[src/rtl/start_sequencer_if.sv]
// Handshake and status bundle between a requester and start_sequencer.
// START_SEQUENCER_FALSE_START_EN adds false_start, fault and fault_flag.
interface start_sequencer_if;
  logic       start_req;
  logic       abort;
  logic       start_ack;
  logic [1:0] state;
  logic       ready_o;
  logic       set_o;
  logic       go_o;
  logic       busy;
  logic       done;
`ifdef START_SEQUENCER_FALSE_START_EN
  logic       false_start;
  logic       fault;
  logic       fault_flag;
`endif

  modport master (
    output start_req,
    output abort,
`ifdef START_SEQUENCER_FALSE_START_EN
    output false_start,
    input  fault,
    input  fault_flag,
`endif
    input  start_ack,
    input  state,
    input  ready_o,
    input  set_o,
    input  go_o,
    input  busy,
    input  done
  );

  modport slave (
    input  start_req,
    input  abort,
`ifdef START_SEQUENCER_FALSE_START_EN
    input  false_start,
    output fault,
    output fault_flag,
`endif
    output start_ack,
    output state,
    output ready_o,
    output set_o,
    output go_o,
    output busy,
    output done
  );
endinterface

[src/rtl/start_sequencer.sv]
// READY -> SET -> GO start sequencer with per-phase dwell, req/ack handshake and abort.
// Optional false-start detection is enabled by defining START_SEQUENCER_FALSE_START_EN.
module start_sequencer #(
  parameter int unsigned READY_CYCLES = 4,
  parameter int unsigned SET_CYCLES   = 3,
  parameter int unsigned GO_CYCLES    = 2,
  parameter int unsigned CNT_W        = 8
) (
  input  logic              clk,
  input  logic              rst,
  start_sequencer_if.slave  bus
);

  typedef enum logic [1:0] {
    StIdle  = 2'b00,
    StReady = 2'b01,
    StSet   = 2'b10,
    StGo    = 2'b11
  } state_e;

  // Last counter value of each phase; a zero dwell behaves as a one-cycle dwell.
  localparam logic [CNT_W-1:0] ReadyLast = CNT_W'((READY_CYCLES == 0) ? 0 : READY_CYCLES - 1);
  localparam logic [CNT_W-1:0] SetLast   = CNT_W'((SET_CYCLES == 0) ? 0 : SET_CYCLES - 1);
  localparam logic [CNT_W-1:0] GoLast    = CNT_W'((GO_CYCLES == 0) ? 0 : GO_CYCLES - 1);

  state_e           state_q, state_d;
  logic [CNT_W-1:0] cnt_q, cnt_d;
  logic             ack_q, ack_d;
  logic             done_q, done_d;
  logic             ready_q, set_q, go_q, busy_q;
`ifdef START_SEQUENCER_FALSE_START_EN
  logic             fault_q, fault_d;
  logic             flag_q, flag_d;
`endif

  always_comb begin
    state_d = state_q;
    cnt_d   = cnt_q;
    ack_d   = 1'b0;
    done_d  = 1'b0;
`ifdef START_SEQUENCER_FALSE_START_EN
    fault_d = 1'b0;
    flag_d  = flag_q;
`endif

    unique case (state_q)
      StIdle: begin
        if (bus.start_req && !bus.abort) begin
          state_d = StReady;
          cnt_d   = '0;
          ack_d   = 1'b1;
`ifdef START_SEQUENCER_FALSE_START_EN
          flag_d  = 1'b0;
`endif
        end
      end
      StReady: begin
        if (cnt_q == ReadyLast) begin
          state_d = StSet;
          cnt_d   = '0;
        end else begin
          cnt_d = cnt_q + CNT_W'(1);
        end
      end
      StSet: begin
        if (cnt_q == SetLast) begin
          state_d = StGo;
          cnt_d   = '0;
        end else begin
          cnt_d = cnt_q + CNT_W'(1);
        end
      end
      StGo: begin
        if (cnt_q == GoLast) begin
          state_d = StIdle;
          cnt_d   = '0;
          done_d  = 1'b1;
        end else begin
          cnt_d = cnt_q + CNT_W'(1);
        end
      end
      default: begin
        state_d = StIdle;
        cnt_d   = '0;
      end
    endcase

    // Abort overrides both normal completion and a simultaneous false start.
    if (bus.abort && (state_q != StIdle)) begin
      state_d = StIdle;
      cnt_d   = '0;
      done_d  = 1'b0;
    end
`ifdef START_SEQUENCER_FALSE_START_EN
    else if (bus.false_start && ((state_q == StReady) || (state_q == StSet))) begin
      state_d = StIdle;
      cnt_d   = '0;
      fault_d = 1'b1;
      flag_d  = 1'b1;
    end
`endif
  end

  always_ff @(posedge clk) begin
    if (rst) begin
      state_q <= StIdle;
      cnt_q   <= '0;
      ack_q   <= 1'b0;
      done_q  <= 1'b0;
      ready_q <= 1'b0;
      set_q   <= 1'b0;
      go_q    <= 1'b0;
      busy_q  <= 1'b0;
`ifdef START_SEQUENCER_FALSE_START_EN
      fault_q <= 1'b0;
      flag_q  <= 1'b0;
`endif
    end else begin
      state_q <= state_d;
      cnt_q   <= cnt_d;
      ack_q   <= ack_d;
      done_q  <= done_d;
      ready_q <= (state_d == StReady);
      set_q   <= (state_d == StSet);
      go_q    <= (state_d == StGo);
      busy_q  <= (state_d != StIdle);
`ifdef START_SEQUENCER_FALSE_START_EN
      fault_q <= fault_d;
      flag_q  <= flag_d;
`endif
    end
  end

  assign bus.state     = state_q;
  assign bus.start_ack = ack_q;
  assign bus.done      = done_q;
  assign bus.ready_o   = ready_q;
  assign bus.set_o     = set_q;
  assign bus.go_o      = go_q;
  assign bus.busy      = busy_q;
`ifdef START_SEQUENCER_FALSE_START_EN
  assign bus.fault      = fault_q;
  assign bus.fault_flag = flag_q;
`endif

endmodule

[src/flat_wrapper.sv]
// flat-port wrapper written by rule: the top's interface ports become plain ports
module start_sequencer_flat 
#(
  parameter int unsigned READY_CYCLES = 4,
  parameter int unsigned SET_CYCLES   = 3,
  parameter int unsigned GO_CYCLES    = 2,
  parameter int unsigned CNT_W        = 8
)
  (clk, rst, bus_start_req, bus_abort, bus_start_ack, bus_state, bus_ready_o, bus_set_o, bus_go_o, bus_busy, bus_done);
  start_sequencer_if bus_i ();
  input  logic clk;
  input  logic rst;
  input wire logic [$bits(bus_i.start_req)-1:0] bus_start_req;
  input wire logic [$bits(bus_i.abort)-1:0] bus_abort;
  output wire logic [$bits(bus_i.start_ack)-1:0] bus_start_ack;
  output wire logic [$bits(bus_i.state)-1:0] bus_state;
  output wire logic [$bits(bus_i.ready_o)-1:0] bus_ready_o;
  output wire logic [$bits(bus_i.set_o)-1:0] bus_set_o;
  output wire logic [$bits(bus_i.go_o)-1:0] bus_go_o;
  output wire logic [$bits(bus_i.busy)-1:0] bus_busy;
  output wire logic [$bits(bus_i.done)-1:0] bus_done;
  assign bus_i.start_req = bus_start_req;
  assign bus_i.abort = bus_abort;
  assign bus_start_ack = bus_i.start_ack;
  assign bus_state = bus_i.state;
  assign bus_ready_o = bus_i.ready_o;
  assign bus_set_o = bus_i.set_o;
  assign bus_go_o = bus_i.go_o;
  assign bus_busy = bus_i.busy;
  assign bus_done = bus_i.done;
  start_sequencer #(.READY_CYCLES(READY_CYCLES), .SET_CYCLES(SET_CYCLES), .GO_CYCLES(GO_CYCLES), .CNT_W(CNT_W)) u_core (.clk(clk), .rst(rst), .bus(bus_i));
endmodule
[config.mk]
export PLATFORM = sky130hd
export DESIGN_NAME = start_sequencer_flat
export DESIGN_NICKNAME = d
export VERILOG_FILES = /design/src/rtl/start_sequencer_if.sv /design/src/rtl/start_sequencer.sv /design/src/flat_wrapper.sv
export SDC_FILE = /design/constraint.sdc
export NUM_CORES = 1
export LEC_CHECK = 0
export ABC_AREA = 1
export CAP_MARGIN = 10
export CORE_AREA = 2 2 55 57
export CTS_CLUSTER_DIAMETER = 100
export DETAILED_ROUTE_END_ITERATION = 6
export DIE_AREA = 0 0 57 59
export GPL_ROUTABILITY_DRIVEN = 0
export PLACE_DENSITY = 0.53
export REMOVE_ABC_BUFFERS = 1
export SKIP_CTS_REPAIR_TIMING = 1
export SLEW_MARGIN = 20
export SYNTH_ARGS = -nofsm -noshare
export SYNTH_HDL_FRONTEND = slang
export SYNTH_SLANG_ARGS = --single-unit
[constraint.sdc]
create_clock -name clk -period 1.7 [get_ports clk]
set_input_delay 0.255 -clock clk [delete_from_list [all_inputs] [get_ports clk]]
set_output_delay 0.255 -clock clk [all_outputs]
set_load 0.005 [all_outputs]
==> summary.md, run 1 <==
| Metric | Value |
|---|---|
| Outcome | `finished, final reports clean` |
| Sw Share | `0.232` |
| Max capacitance violation total | `0` |
| Antenna diode count | `0` |
| Critical Path Fanout Max | `3` |
| Max VDD drop | `417 uV` |
| WL per Instance | `10.9 um` |
| Leak | `0.000505 uW` |
| Clock Skew | `0.00925 ns` |
| Min-delay src | `u_core.cnt_q[7]` |
| GRT overflow | `0` |
| Mapped Cells | `134` |
| Sw power | `163 uW` |
| Fin Setup TNS | `0 ns` |
| Layout Area Growth over Synthesis | `20.2%` |
| TritonCTS clock tree | `done` |
| Reg2reg start | `u_core.cnt_q[1]` |
| Nets@finish | `157` |
| CTS H-tree lvls | `1` |
| Clock power frac | `0.355` |
| Die Y | `59 um` |
| Vias in the first global route | `805` |
| Mapped Area | `931 um^2` |
| CP max stage cell | `clkdlybuf4s50_1` |
| Setup violations, final | `0` |
| DPL Wire Length | `1510 um` |
| DR iter-0 viols | `22` |
| Inserted Clock Buffers | `3` |
| Clock-pin transition on the worst setup and hold timing paths | `0.09 ns` |
| Clock Latency Late Sink | `0.28 ns` |
| DRT Pass-1 Iters | `4` |
| Total GRT Usage | `0.125` |
| Slew Limit Fails | `0` |
| Critical path cell sequence | `clkdlybuf4s50_1` |
| Synthesis Warnings | `0` |
| RSZ-0062 raised after global routing | `false` |
| Maximum achievable frequency | `0.698 GHz` |
| Vias | `871` |
| Flop2flop setup slack | `0.35 ns` |
| Worst-case clock buffer depth | `2` |
| Final ANT Viol Nets | `0` |
| Pwr dens | `627 nW/um^2` |
| Most common cell after layout, fill and taps aside | `inv_1` |
| Setup crit start kind | `register` |
| Sequential Power Share | `0.548` |
| CP Capture Type | `output port` |
| Top-level port count | `12` |
| Hold slack | `0.511 ns` |
| # DRC | `0` |
| Worst hold stages | `2` |
| Chip width | `57 um` |
| CP max stage delay | `0.52 ns` |
| Antenna violations before repair | `0` |
| Slew @ Worst Pin | `0.296 ns` |
| #FFs+latches synth | `16` |
| Largest net degree at the start of global routing | `11` |
| Worst hold path type | `register to register` |
| FF-to-FF End | `u_core.cnt_q[0]` |
| Wirelength, routed | `1960 um` |
| Initial Util | `0.343` |
| Die area | `3360 um^2` |
| Crit path kind | `register to output port` |
| PortBufs | `11` |
| Vias/cell | `4.84` |
| Syn Area/Cell | `6.95 um^2` |
| Crit path from | `u_core.bus.state[0]` |
| Fraction of layout cells with a size suffix above 1 | `0.168` |
| Buf/Inv on CP | `1` |
| Yosys cell types | `24` |
| Worst Path Arrival | `1.18 ns` |
| Final worst path period share | `0.843` |
| Internal cell power | `538 uW` |
| Post-layout minimum cycle time | `1.43 ns` |
| Most frequent cells in the layout | `inv_1 (23), nand2_1 (21), dfxtp_1 (16)` |
| CTS Sinks | `16` |
| R2r worst-path depth | `9` |
| Root Buffer | `clkbuf_4` |
| Delay-heaviest family, CP | `buffers and inverters` |
| Max-slew headroom | `0.802` |
| Final hold vios | `0` |
| First-pass GRT wire length | `3260 um` |
| WHS Endpoint | `u_core.cnt_q[7]` |
| Combinational group share of total power | `0.097` |
| Core Area | `2710 um^2` |
| Crit path required time | `1.44 ns` |
| Register area share after synthesis | `0.344` |
| Row count | `19` |
-- through the flow --
| stage | cell area (um^2) | std cells | setup slack, ns | utilization | power [uW] |
|---|---|---|---|---|---|
| floorplan | 918 | 132 | 0.507 | - | 432 |
| global placement | 1080 | 176 | 0.229 | 0.399 | 461 |
| detailed placement | 1080 | 176 | 0.155 | 0.399 | 462 |
| CTS | 1120 | 180 | 0.250 | 0.413 | 716 |
| global route | 1120 | 180 | 0.143 | 0.413 | 741 |
| finish | 1120 | 180 | 0.268 | 0.413 | 701 |
-- cell families after synthesis --
logic type	Yosys count	share of synthesized area
xor gates and xnor gates	3	0.0282
DFF	16	0.344
adders and majority gates	3	0.0403
AOI/OAI and AO/OA	17	0.116
and+or+nand+nor	69	0.362
buffers and inverters	26	0.110
-- synthesized netlist by cell type --
master / instances / share of area
ha_1: 3 / 0.040
nor2_1: 14 / 0.056
o211ai_1: 2 / 0.016
buf_4: 1 / 0.0081
nor2_4: 1 / 0.012
nor3_1: 1 / 0.0054
o211ai_2: 1 / 0.013
o21ai_0: 2 / 0.011
xor2_1: 3 / 0.028
dfxtp_1: 16 / 0.34
nand3_1: 15 / 0.081
nor4_1: 1 / 0.0067
o21ai_1: 2 / 0.011
nand3_2: 2 / 0.022
o21bai_2: 1 / 0.012
buf_2: 1 / 0.0054
nand2_2: 6 / 0.040
nand4_1: 2 / 0.013
nand2_1: 21 / 0.085
inv_2: 1 / 0.0040
a21oi_1: 8 / 0.043
nor2_2: 6 / 0.040
inv_1: 23 / 0.093
a21oi_2: 1 / 0.0094
-- layout make-up --
| cell class | instances | area (um^2) |
|---|---|---|
| flip-flops and latches | 16 | 320 |
| inverters | 24 | 90.1 |
| repair buffers | 13 | 125 |
| well taps | 31 | 38.8 |
| multi-input cells | 92 | 508 |
| fillers | 309 | 1590 |
| clock buffers | 4 | 36.3 |
-- worst max path at each step --
stage	to	slack, ns	cells past startpoint
6_report	bus_state[0]	0.27	1
5_1_grt	u_core.cnt_q[0]	0.14	9
4_1_cts	bus_state[0]	0.25	1
3_5_place_dp	u_core.cnt_q[1]	0.16	7
3_3_place_gp	u_core.cnt_q[0]	0.23	7
2_1_floorplan	u_core.bus.busy	0.51	8
-- layer usage --
metal / wire, um / global-route usage / up-vias
met5: 0 / 0 / -
met4: 17 / 0.0698 / 0
met3: 46 / 0.0153 / 2
met2: 942 / 0.220 / 8
met1: 949 / 0.147 / 405
li1: - / - / 456
-- power by group through the flow --
stage,clock network [uW],logic [uW],registers [uW]
after floorplan,0,36.5,395
after global placement,0,67.8,393
after CTS,263,68.9,384
after global routing,280,75.5,385
after detailed placement,0,68.8,393
final,249,68.2,384
-- state kept, by name, indices dropped and copies added, names as in the netlist --
register              count
u_core.bus.ready_o        1
u_core.cnt_q              8
u_core.bus.done           1
u_core.bus.go_o           1
u_core.bus.state          2
u_core.bus.busy           1
u_core.bus.start_ack      1
u_core.bus.set_o          1
Power figures use the tool's default switching activity.
==> run 2, diff against run 1 <==
==> constraint.sdc (replaced) <==
create_clock -name clk -period 1.4 [get_ports clk]
set_input_delay 0.21 -clock clk [delete_from_list [all_inputs] [get_ports clk]]
set_output_delay 0.21 -clock clk [all_outputs]
set_load 0.005 [all_outputs]
==> run 2 against run 1 <==
Compared with the run above: core utilization rose by 1.4 points; worst hold slack worse by 0.021 ns; worst setup slack worse by 0.22 ns; final area is 3.4% higher; clock skew is 0.0046 ns lower; first-iteration DRC count shrank 59%; sequential power grew 21%; die area stayed put; final cell count rose by 1.7%; critical path type unchanged.
==> summary.md, run 2 (synthesized netlist as in run 1, its figures left out) <==
| Metric | Value |
|---|---|
| Outcome | `finished, final reports clean (unchanged)` |
| WP depth | `1 (unchanged)` |
| CTS Sinks | `16 (unchanged)` |
| Crit path kind | `register to output port (unchanged)` |
| Final hold vios | `0 (unchanged)` |
| Slew Limit Fails | `0 (unchanged)` |
| Max capacitance violation total | `0 (unchanged)` |
| Final worst path period share | `0.966` |
| Largest net degree at the start of global routing | `11 (unchanged)` |
| Pwr Total | `862 uW (was 701 uW)` |
| Worst hold path type | `primary input to register (was register to register)` |
| CTS H-tree lvls | `1 (unchanged)` |
| GRT overflow | `0 (unchanged)` |
| Fraction of layout cells with a size suffix above 1 | `0.230 (was 0.168)` |
| Pwr dens | `745 nW/um^2 (was 627 nW/um^2)` |
| Slew @ Worst Pin | `0.273 ns (was 0.296 ns)` |
| Top-level port count | `12 (unchanged)` |
| Max VDD drop | `570 uV (was 417 uV)` |
| Worst-case clock buffer depth | `2 (unchanged)` |
| Crit path from | `u_core.bus.state[0] (unchanged)` |
| Crit path to | `bus_state[0] (unchanged)` |
| Buf/Inv on CP | `1 (unchanged)` |
| Setup violations, final | `0 (unchanged)` |
| Critical Path Fanout Max | `3 (unchanged)` |
| Vias in the first global route | `800 (was 805)` |
| Post-layout minimum cycle time | `1.35 ns` |
| Maximum achievable frequency | `0.739 GHz` |
| Initial Util | `0.343 (unchanged)` |
| Inserted Clock Buffers | `3 (unchanged)` |
| Wirelength, routed | `1960 um (about the same)` |
| Register with the most flip-flops | `u_core.cnt_q (unchanged)` |
| Fin Setup TNS | `0 ns (unchanged)` |
| Die Y | `59 um (unchanged)` |
| Vias/cell | `4.74 (was 4.84)` |
| DR iter-0 viols | `9 (was 22)` |
| CP Capture Type | `output port (unchanged)` |
| Root Buffer | `clkbuf_4 (unchanged)` |
| Nets@finish | `160 (was 157)` |
| R2r worst-path depth | `8 (was 9)` |
| Layout Area Growth over Synthesis | `24.2% (was 20.2%)` |
| RSZ-0062 raised after global routing | `true (was false)` |
| Leak | `0.000518 uW (was 0.000505 uW)` |
| Most common cell after layout, fill and taps aside | `inv_1 (unchanged)` |
| Critical path cell sequence | `clkdlybuf4s50_1 (unchanged)` |
| Die area | `3360 um^2 (unchanged)` |
| Chip width | `57 um (unchanged)` |
| Most frequent cells in the layout | `inv_1 (23), nand2_1 (20), nand3_1 (15) (was inv_1 (23), nand2_1 (21), dfxtp_1 (16))` |
| FF-to-FF End | `u_core.bus.go_o (was u_core.cnt_q[0])` |
| Crit path required time | `1.19 ns (was 1.44 ns)` |
| Clock Latency Late Sink | `0.29 ns (was 0.28 ns)` |
| Reg2reg start | `u_core.cnt_q[0] (was u_core.cnt_q[1])` |
| Antenna diode count | `0 (unchanged)` |
| Core Area | `2710 um^2 (unchanged)` |
| DPL Wire Length | `1510 um (about the same)` |
| # DRC | `0 (unchanged)` |
| Max FFs per register | `8 (unchanged)` |
| Clock-pin transition on the worst setup and hold timing paths | `0.10 ns (was 0.09 ns)` |
| DRT Pass-1 Iters | `4 (unchanged)` |
| TritonCTS clock tree | `done (unchanged)` |
| Antenna violations before repair | `0 (unchanged)` |
| Vias | `868 (was 871)` |
| Delay-heaviest family, CP | `buffers and inverters (unchanged)` |
| Flop2flop setup slack | `0.07 ns (was 0.35 ns)` |
| First-pass GRT wire length | `3330 um (was 3260 um)` |
| PortBufs | `11 (unchanged)` |
| Max-slew headroom | `0.817 (was 0.802)` |
| CP max stage cell | `clkdlybuf4s50_1 (unchanged)` |
| WL per Instance | `10.7 um (was 10.9 um)` |
| Worst Path Arrival | `1.14 ns (was 1.18 ns)` |
| Clock Skew | `0.00466 ns (was 0.00925 ns)` |
| Row count | `19 (unchanged)` |
| Final ANT Viol Nets | `0 (unchanged)` |
| Setup crit start kind | `register (unchanged)` |
| Total GRT Usage | `0.128 (was 0.125)` |
| CP max stage delay | `0.50 ns (was 0.52 ns)` |
[run 2: how the worst min path moves through the flow]
stage	start	end	slack [ns]	cells past startpoint
after floorplan	bus_abort	u_core.bus.start_ack	0.29	1
after global placement	u_core.cnt_q[7]	u_core.cnt_q[7]	0.49	2
after detailed placement	u_core.cnt_q[7]	u_core.cnt_q[7]	0.50	2
after CTS	rst	u_core.bus.start_ack	0.49	2
after global routing	rst	u_core.bus.start_ack	0.49	2
final	rst	u_core.bus.start_ack	0.49	2
[run 2: cell type report]
class | count | area [um^2]
clock buffer | 4 | 36.3
inverter | 24 | 90.1
timing repair buffer | 16 | 148
tap | 31 | 38.8
fill | 304 | 1550
multi-input combinational | 92 | 515
sequential | 16 | 328
[run 2: metal layers]
layer | global-route usage | up-vias | part of all wire
met5 | 0 | - | 0
met4 | 0.0498 | 0 | 0.0061
met3 | 0.0349 | 2 | 0.028
met2 | 0.212 | 11 | 0.49
met1 | 0.159 | 392 | 0.48
li1 | - | 463 | -
[run 2: stage by stage]
step	worst slack (ns)	instance area [um^2]	util	hold WS, ns	instances
floorplan	0.207	918	-	0.286	132
global placement	0.0711	1100	0.405	0.490	178
detailed placement	0.0712	1100	0.405	0.499	178
CTS	-0.0623	1130	0.418	0.489	182
global route	-0.0364	1160	0.427	0.491	183
finish	0.0472	1160	0.427	0.490	183
[run 2: power by group]
part | switching (uW) | internal [uW] | total, uW | leakage, uW
Clock | 149 | 158 | 307 | 0.0000210
Sequential | 4.56 | 461 | 466 | 0.000132
Combinational | 51.2 | 37.7 | 89.0 | 0.000365
